File: config.mk
export PLATFORM = sky130hd
export DESIGN_NAME = forwarded_count_rate_flat
export DESIGN_NICKNAME = d
export VERILOG_FILES = /design/src/rtl/forwarded_count_rate_pkg.sv /design/src/rtl/forwarded_count_rate_if.sv /design/src/rtl/forwarded_count_rate_window_divider.sv /design/src/rtl/forwarded_count_rate.sv /design/src/flat_wrapper.sv
export SDC_FILE = /design/constraint.sdc
export NUM_CORES = 1
export LEC_CHECK = 0
export ABC_AREA = 0
export CORE_MARGIN = 3
export CORE_UTILIZATION = 54
export CTS_CLUSTER_DIAMETER = 60
export DETAILED_ROUTE_END_ITERATION = 8
export PLACE_DENSITY = 0.77
export SETUP_SLACK_MARGIN = 0.5
export SLEW_MARGIN = 10
export SYNTH_ARGS = -nofsm -noshare
export SYNTH_HDL_FRONTEND = slang
export SYNTH_HIERARCHICAL = 1
export SYNTH_SLANG_ARGS = --single-unit
File: constraint.sdc
create_clock -name clk -period 8.2 [get_ports clk]
set_input_delay 2.05 -clock clk [delete_from_list [all_inputs] [get_ports clk]]
set_output_delay 2.05 -clock clk [all_outputs]
set_load 0.01 [all_outputs]
File: src/rtl/forwarded_count_rate_pkg.sv
// forwarded_count_rate_pkg
// Shared definitions for the forwarded-count rate meter:
//   - state_e            : PRIME (waiting for the first baseline) / RUN
//   - MAX_COUNT_W        : widest count the helper below accepts
//   - exceeds_rate_width : flags a delta that does not fit in the rate output
package forwarded_count_rate_pkg;

  typedef enum logic {
    STATE_PRIME = 1'b0,
    STATE_RUN   = 1'b1
  } state_e;

  localparam int unsigned MAX_COUNT_W = 64;

  // Saturating width reduction, flag half. The caller zero-extends its delta
  // to MAX_COUNT_W bits; a 1 result means the rate must be clamped to
  // all-ones, a 0 result means the low rate_w bits carry the exact delta.
  function automatic logic exceeds_rate_width(input logic [MAX_COUNT_W-1:0] delta,
                                              input int unsigned            rate_w);
    logic [MAX_COUNT_W-1:0] max_v;
    if (rate_w >= MAX_COUNT_W) begin
      max_v = '1;
    end else begin
      max_v = (64'd1 << rate_w) - 64'd1;
    end
    return (delta > max_v);
  endfunction

endpackage

File: src/rtl/forwarded_count_rate_if.sv
// forwarded_count_rate_if
// Bundles the forwarded count, the optional window strobe and the published
// rate results.
//   master : drives count/windowStrobe, observes the results
//   slave  : the rate meter itself
//
// Handshake: there is no ready/backpressure. rateValid is a single-cycle
// strobe; rate/saturated/stalled are meaningful on that cycle and hold their
// value until the next strobe. count is a level sampled only at window edges.
// dbg_state exposes the meter's PRIME/RUN state for observation.
interface forwarded_count_rate_if
  import forwarded_count_rate_pkg::*;
#(
  parameter int unsigned COUNT_WIDTH = 32,
  parameter int unsigned RATE_WIDTH  = 32
) ();

  logic [COUNT_WIDTH-1:0] count;
  logic                   windowStrobe;
  logic [RATE_WIDTH-1:0]  rate;
  logic                   rateValid;
  logic                   saturated;
  logic                   stalled;
  state_e                 dbg_state;

  modport master (
    output count, windowStrobe,
    input  rate, rateValid, saturated, stalled, dbg_state
  );

  modport slave (
    input  count, windowStrobe,
    output rate, rateValid, saturated, stalled, dbg_state
  );

endinterface

File: src/rtl/forwarded_count_rate_window_divider.sv
// forwarded_count_rate_window_divider
// Produces the one-cycle window tick.
//   clk, reset      : system clock, synchronous active-high reset
//   window_strobe_i : external window boundary (used when USE_EXT_STROBE=1)
//   tick_o          : window edge; high for one cycle per window
// With the internal divider the counter runs 0..WINDOW_CYCLES-1 and the tick
// is the cycle it sits at WINDOW_CYCLES-1, so windows are exactly
// WINDOW_CYCLES clocks long and restart from 0 after reset.
module forwarded_count_rate_window_divider #(
  parameter int unsigned WINDOW_CYCLES  = 125000000,
  parameter bit          USE_EXT_STROBE = 1'b0
) (
  input  logic clk,
  input  logic reset,
  input  logic window_strobe_i,
  output logic tick_o
);

  localparam int unsigned    DIV_W = $clog2(WINDOW_CYCLES);
  localparam logic [DIV_W-1:0] LAST = DIV_W'(WINDOW_CYCLES - 1);

  logic [DIV_W-1:0] div_q;
  logic [DIV_W-1:0] div_d;
  logic             div_last;

  assign div_last = (div_q == LAST);

  always_comb begin
    div_d = div_q + 1'b1;
    if (div_last) begin
      div_d = '0;
    end
  end

  always_ff @(posedge clk) begin
    if (reset) begin
      div_q <= '0;
    end else begin
      div_q <= div_d;
    end
  end

  // In external-strobe mode the divider keeps running but is not observed.
  assign tick_o = USE_EXT_STROBE ? window_strobe_i : div_last;

endmodule

File: src/rtl/forwarded_count_rate.sv
// forwarded_count_rate
// Measures the rate of a free-running count forwarded from another clock
// domain: samples the count once per window and publishes the modulo-2^W
// difference between consecutive samples.
//   clk, reset : system clock, synchronous active-high reset
//   bus.count        : forwarded count (stable between updates)
//   bus.windowStrobe : external window boundary when USE_EXT_STROBE=1
//   bus.rate         : delta over the last complete window (clamped)
//   bus.rateValid    : one-cycle pulse when rate updates
//   bus.saturated    : last delta did not fit in RATE_WIDTH bits
//   bus.stalled      : STALL_WINDOWS consecutive zero-delta windows
//   bus.dbg_state    : PRIME/RUN state
// The first window edge after reset only captures the baseline, so the first
// rate appears one full window later; a reset mid-window discards it.
module forwarded_count_rate
  import forwarded_count_rate_pkg::*;
#(
  parameter int unsigned COUNT_WIDTH    = 32,
  parameter int unsigned RATE_WIDTH     = 32,
  parameter int unsigned WINDOW_CYCLES  = 125000000,
  parameter bit          USE_EXT_STROBE = 1'b0,
  parameter int unsigned STALL_WINDOWS  = 4
) (
  input  logic                  clk,
  input  logic                  reset,
  forwarded_count_rate_if.slave bus
);

  localparam int unsigned SW = $clog2(STALL_WINDOWS + 1);

  logic                   tick;
  state_e                 state_q;
  logic [COUNT_WIDTH-1:0] baseline_q;
  logic [COUNT_WIDTH-1:0] delta;
  logic                   over;
  logic [RATE_WIDTH-1:0]  rate_q;
  logic [RATE_WIDTH-1:0]  rate_d;
  logic                   rate_valid_q;
  logic                   saturated_q;
  logic                   stalled_q;
  logic [SW-1:0]          stall_q;
  logic [SW-1:0]          stall_d;

  forwarded_count_rate_window_divider #(
    .WINDOW_CYCLES  (WINDOW_CYCLES),
    .USE_EXT_STROBE (USE_EXT_STROBE)
  ) u_window_divider (
    .clk             (clk),
    .reset           (reset),
    .window_strobe_i (bus.windowStrobe),
    .tick_o          (tick)
  );

  always_comb begin
    // Unsigned subtraction wraps, so a count that rolled past all-ones
    // still yields the true positive distance.
    delta   = bus.count - baseline_q;
    over    = exceeds_rate_width(MAX_COUNT_W'(delta), RATE_WIDTH);
    rate_d  = over ? {RATE_WIDTH{1'b1}} : delta[RATE_WIDTH-1:0];
    stall_d = '0;
    if (delta == '0) begin
      stall_d = (stall_q == SW'(STALL_WINDOWS)) ? stall_q : stall_q + 1'b1;
    end
  end

  always_ff @(posedge clk) begin
    if (reset) begin
      state_q      <= STATE_PRIME;
      baseline_q   <= '0;
      rate_q       <= '0;
      rate_valid_q <= 1'b0;
      saturated_q  <= 1'b0;
      stalled_q    <= 1'b0;
      stall_q      <= '0;
    end else begin
      rate_valid_q <= 1'b0;
      if (tick) begin
        baseline_q <= bus.count;
        case (state_q)
          STATE_PRIME: begin
            state_q <= STATE_RUN;
          end
          STATE_RUN: begin
            rate_q       <= rate_d;
            saturated_q  <= over;
            rate_valid_q <= 1'b1;
            stall_q      <= stall_d;
            stalled_q    <= (stall_d == SW'(STALL_WINDOWS));
          end
          default: begin
            state_q <= STATE_PRIME;
          end
        endcase
      end
    end
  end

  assign bus.rate      = rate_q;
  assign bus.rateValid = rate_valid_q;
  assign bus.saturated = saturated_q;
  assign bus.stalled   = stalled_q;
  assign bus.dbg_state = state_q;

endmodule

File: src/flat_wrapper.sv
// flat-port wrapper written by rule: the top's interface ports become plain ports
module forwarded_count_rate_flat import forwarded_count_rate_pkg::*;
#(
  parameter int unsigned COUNT_WIDTH    = 32,
  parameter int unsigned RATE_WIDTH     = 32,
  parameter int unsigned WINDOW_CYCLES  = 125000000,
  parameter bit          USE_EXT_STROBE = 1'b0,
  parameter int unsigned STALL_WINDOWS  = 4
)
  (clk, reset, bus_count, bus_windowStrobe, bus_rate, bus_rateValid, bus_saturated, bus_stalled, bus_dbg_state);
  forwarded_count_rate_if #(.COUNT_WIDTH(COUNT_WIDTH), .RATE_WIDTH(RATE_WIDTH)) bus_i ();
  input  logic clk;
  input  logic reset;
  input wire logic [$bits(bus_i.count)-1:0] bus_count;
  input wire logic [$bits(bus_i.windowStrobe)-1:0] bus_windowStrobe;
  output wire logic [$bits(bus_i.rate)-1:0] bus_rate;
  output wire logic [$bits(bus_i.rateValid)-1:0] bus_rateValid;
  output wire logic [$bits(bus_i.saturated)-1:0] bus_saturated;
  output wire logic [$bits(bus_i.stalled)-1:0] bus_stalled;
  output wire logic [$bits(bus_i.dbg_state)-1:0] bus_dbg_state;
  assign bus_i.count = bus_count;
  assign bus_i.windowStrobe = bus_windowStrobe;
  assign bus_rate = bus_i.rate;
  assign bus_rateValid = bus_i.rateValid;
  assign bus_saturated = bus_i.saturated;
  assign bus_stalled = bus_i.stalled;
  assign bus_dbg_state = bus_i.dbg_state;
  forwarded_count_rate #(.COUNT_WIDTH(COUNT_WIDTH), .RATE_WIDTH(RATE_WIDTH), .WINDOW_CYCLES(WINDOW_CYCLES), .USE_EXT_STROBE(USE_EXT_STROBE), .STALL_WINDOWS(STALL_WINDOWS)) u_core (.clk(clk), .reset(reset), .bus(bus_i));
endmodule
==> out/results.tsv <==
stage	metric	value	unit
floorplan	Starting Density	56.5	%
placement	DP HPWL	11200	um
routing	initial drt markers	288	
power_and_ir_drop	switching share of power	27.1	%
logic_synthesis	Post-synth ARST share	0	%
logic_synthesis	sequential area share after synthesis	31.2	%
logic_synthesis	Mapped Area	6230	um^2
power_and_ir_drop	Pleak	0.00248	uW
sta	fmax	178	MHz
power_and_ir_drop	Internal	749	uW
critical_path	WP data arrival	5.90	ns
logic_synthesis	Post-Synthesis Cells	781	
clock_tree	Clock Sinks	97	
routing	final WL	15000	um
routing	DRC	0	
critical_path	Critical-path top delay cell	or4b_4	
run	max-cap violations	0	
worst_hold_path	HP Class	flip-flop to flip-flop	
floorplan	# IOs	71	
logic_synthesis	Syn Nets	851	
clock_tree	CTS clk-pin slew, worst paths	0.07	ns
clock_tree	H-tree depth	3	
logic_synthesis	cell taking the most area after synthesis	dfxtp_1	
logic_synthesis	synthesis warning total	6	
power_and_ir_drop	Psw	279	uW
routing	vias post-DR	5721	
layout	nets@finish	896	
logic_synthesis	Mean Syn Cell Area	7.97	um^2
critical_path	crit end category	flip-flop	
grt	first-pass GRT wire length	25900	um
power_and_ir_drop	Flop pwr share	46.0	%
sta	Max Slew Vio Count	0	
critical_path	CP Max Fanout	4	
run_status	outcome	finished clean	
sta	relative slew slack	25.5	%
sta	min Tclk post-route	5.62	ns
logic_synthesis	largest cells by area after synthesis	dfxtp_1 31%, ha_1 6.8%, nor2_1 6.1%, a21oi_1 6.1%, mux2i_1 5.8%	
floorplan	Rows	38	
floorplan	DIE AREA	12900	um^2
routing	Routed WL per cell	15.4	um
routing	first-pass iteration count of the detailed router	5	
layout	diode count	0	
floorplan	Die H	113	um
sta	Setup Viol. Count Final	0	
routing	antenna viol nets, final	0	
routing	via/cell ratio	5.89	
grt	initial antenna violation count	0	
power_and_ir_drop	Total Power	1030	uW
power_and_ir_drop	Logic pwr share	14.3	%
logic_synthesis	Synth cell types	78	
clock_tree	Post-CTS Hold Buffers	0	
sta	RSZ-0062 raised after global routing	false	
placement	IO Port Bufs	68	
layout	share of cells above drive strength 1	6.14	%
critical_path	Setup CP Type	input pin to flip-flop	
grt	vias in the first global route	5643	
layout	P&R area growth vs syn	15.5	%
placement	routability cong.	0.905	
floorplan	Core Region	11000	um^2
sta	final hold vios	0	
sta	Worst-Margin Slew	1.12	ns
grt	Tot GR Track Use	24.2	%
logic_synthesis	top-count cell post-synth	nor2_1	
logic_synthesis	EDFF count, synth	0	
logic_synthesis	most used flip-flop cell after synthesis	dfxtp_1	
critical_path	Max stage delay on crit path	0.49	ns
clock_tree	Post-CTS Repair Setup Buffers	0	
grt	total grt overflow	0	
clock_tree	CTS Root Cell	clkbuf_16	
critical_path	CP cell instances	clkdlybuf4s50_1, inv_1, ha_1, fa_1, nand2b_1, a211oi_1, o21ai_2, xor2_1, or4b_4, a2111oi_4, nand4bb_2, nor4_4, nand4_1, a21oi_1	
sta	Setup Skew	0.00805	ns
logic_synthesis	Post-synth top cells	102 x nor2_1, 97 x dfxtp_1, 78 x nand2_1, 76 x a21oi_1, 45 x inv_1	
floorplan	Die Width	113	um
logic_synthesis	Synth Register Bits	97	
clock_tree	TritonCTS clock tree	built	
layout	fillers	973	
sta	Total Neg Setup Slack	0	ns
grt	largest net degree at the start of global routing	76	
critical_path	CP required	8.48	ns
critical_path	startpoint types	input pin	
clock_tree	CTS resizes	0	
power_and_ir_drop	maximum VDD drop	0.0000990	V
power_and_ir_drop	pwr dens	143	nW/um^2
logic_synthesis	Yosys top cell area share	31.2	%
power_and_ir_drop	clock network power share	39.7	%
sta	crit share post-route	68.6	%
clock_tree	Skew-Pair Late Insertion Delay	0.35	ns
clock_tree	clk buf depth	2	
clock_tree	Num CTS Buffers	9	
==> registers in the layout, indices dropped and copies added (netlist names) <==
register	cells
u_core/baseline_q	32
u_core/bus.dbg_state	1
u_core/bus.rate	32
u_core/bus.rateValid	1
u_core/bus.stalled	1
u_core/stall_q	3
u_core/u_window_divider/div_q	27
==> layer usage <==
layer	vias up	wire length, um	GRT usage, %	share of wire (%)
met1	2683	6860	31.5	46
li1	2869	-	-	-
met3	26	670	3.18	4.5
met2	143	7110	40.6	47
met4	0	364	10.0	2.4
met5	-	0	0	0
==> power groups by stage <==
| stage | clock network (uW) | logic (uW) | registers [uW] |
|---|---|---|---|
| 2_1_floorplan | 0 | 103 | 484 |
| 3_3_place_gp | 0 | 142 | 484 |
| 3_5_place_dp | 0 | 144 | 484 |
| 4_1_cts | 419 | 145 | 473 |
| 5_1_grt | 437 | 163 | 473 |
| 6_report | 408 | 147 | 473 |
==> cell usage in the layout, fill, tap and decap left out, types with 3 or more instances in the layout <==
cell	n
a211oi_1	10
a21boi_0	5
a21o_1	9
a21oi_1	76
a21oi_2	3
a31oi_1	4
and2_1	7
and3_1	4
and4_1	7
buf_4	3
clkbuf_16	9
clkdlybuf4s50_1	67
dfxtp_1	97
ha_1	34
inv_1	45
inv_6	3
mux2i_1	36
nand2_1	78
nand2b_1	9
nand3_1	22
nand4_1	12
nand4_4	3
nor2_1	102
nor2b_1	3
nor3_1	13
nor4_1	4
o2111ai_1	3
o211ai_1	10
o21a_1	9
o21ai_0	26
o21ai_1	6
o31ai_1	8
or2_2	4
or3_1	10
or4_1	5
xnor2_1	12
xor2_1	16
==> logic make-up after synthesis <==
family / share of synthesized area [%]
other: 0.0602
adder cells (fa/ha/maj): 7.15
AND/OR/NAND/NOR: 25.2
AO/OA/AOI/OAI: 20.5
XOR/XNOR: 3.94
buffers and inverters: 5.87
flip-flops: 31.2
multiplexers: 6.15
==> worst paths after layout <==
kind / startpoint / end / cells past startpoint / slack (ns)
worst max register to register: u_core/baseline_q[0] / u_core/bus.stalled / 12 / 4.50
worst min-delay path: u_core/bus.rate[15] / u_core/bus.rate[15] / 2 / 0.46
worst min register to register: u_core/bus.rate[15] / u_core/bus.rate[15] / 2 / 0.46
worst max-delay path: bus_count[0] / u_core/bus.stalled / 14 / 2.58
==> worst max-delay path, delay by kind of cell <==
kind / cells / cell delay, ns
and+or+nand+nor: 5 / 1.50
AOI/OAI and AO/OA: 4 / 1.01
adders and majority gates: 2 / 0.62
buffers and inverters: 2 / 0.53
xor gates and xnor gates: 1 / 0.18
==> stage by stage <==
stage          cells  hold slack, ns  setup slack [ns]  utilization (%)  area, um^2
6_report         971           0.460              2.58             65.2        7200
5_1_grt          971           0.491              2.39             65.2        7200
4_1_cts          971           0.461              2.63             65.2        7200
3_5_place_dp     955           0.449              2.28             62.6        6910
3_3_place_gp     955           0.438              2.29             62.6        6910
2_1_floorplan    781           0.426              3.16                -        6230
==> final cells by class <==
cell class | count | area, um^2 | share of cell area, %
repair buffers | 71 | 698 | 9.70
well taps | 140 | 175 | 2.43
clock inverters | 6 | 47.5 | 0.661
multi-input cells | 602 | 3930 | 54.6
inverters | 45 | 169 | 2.35
clock buffers | 10 | 239 | 3.32
flip-flops and latches | 97 | 1940 | 27.0
Power figures use the tool's default switching activity.
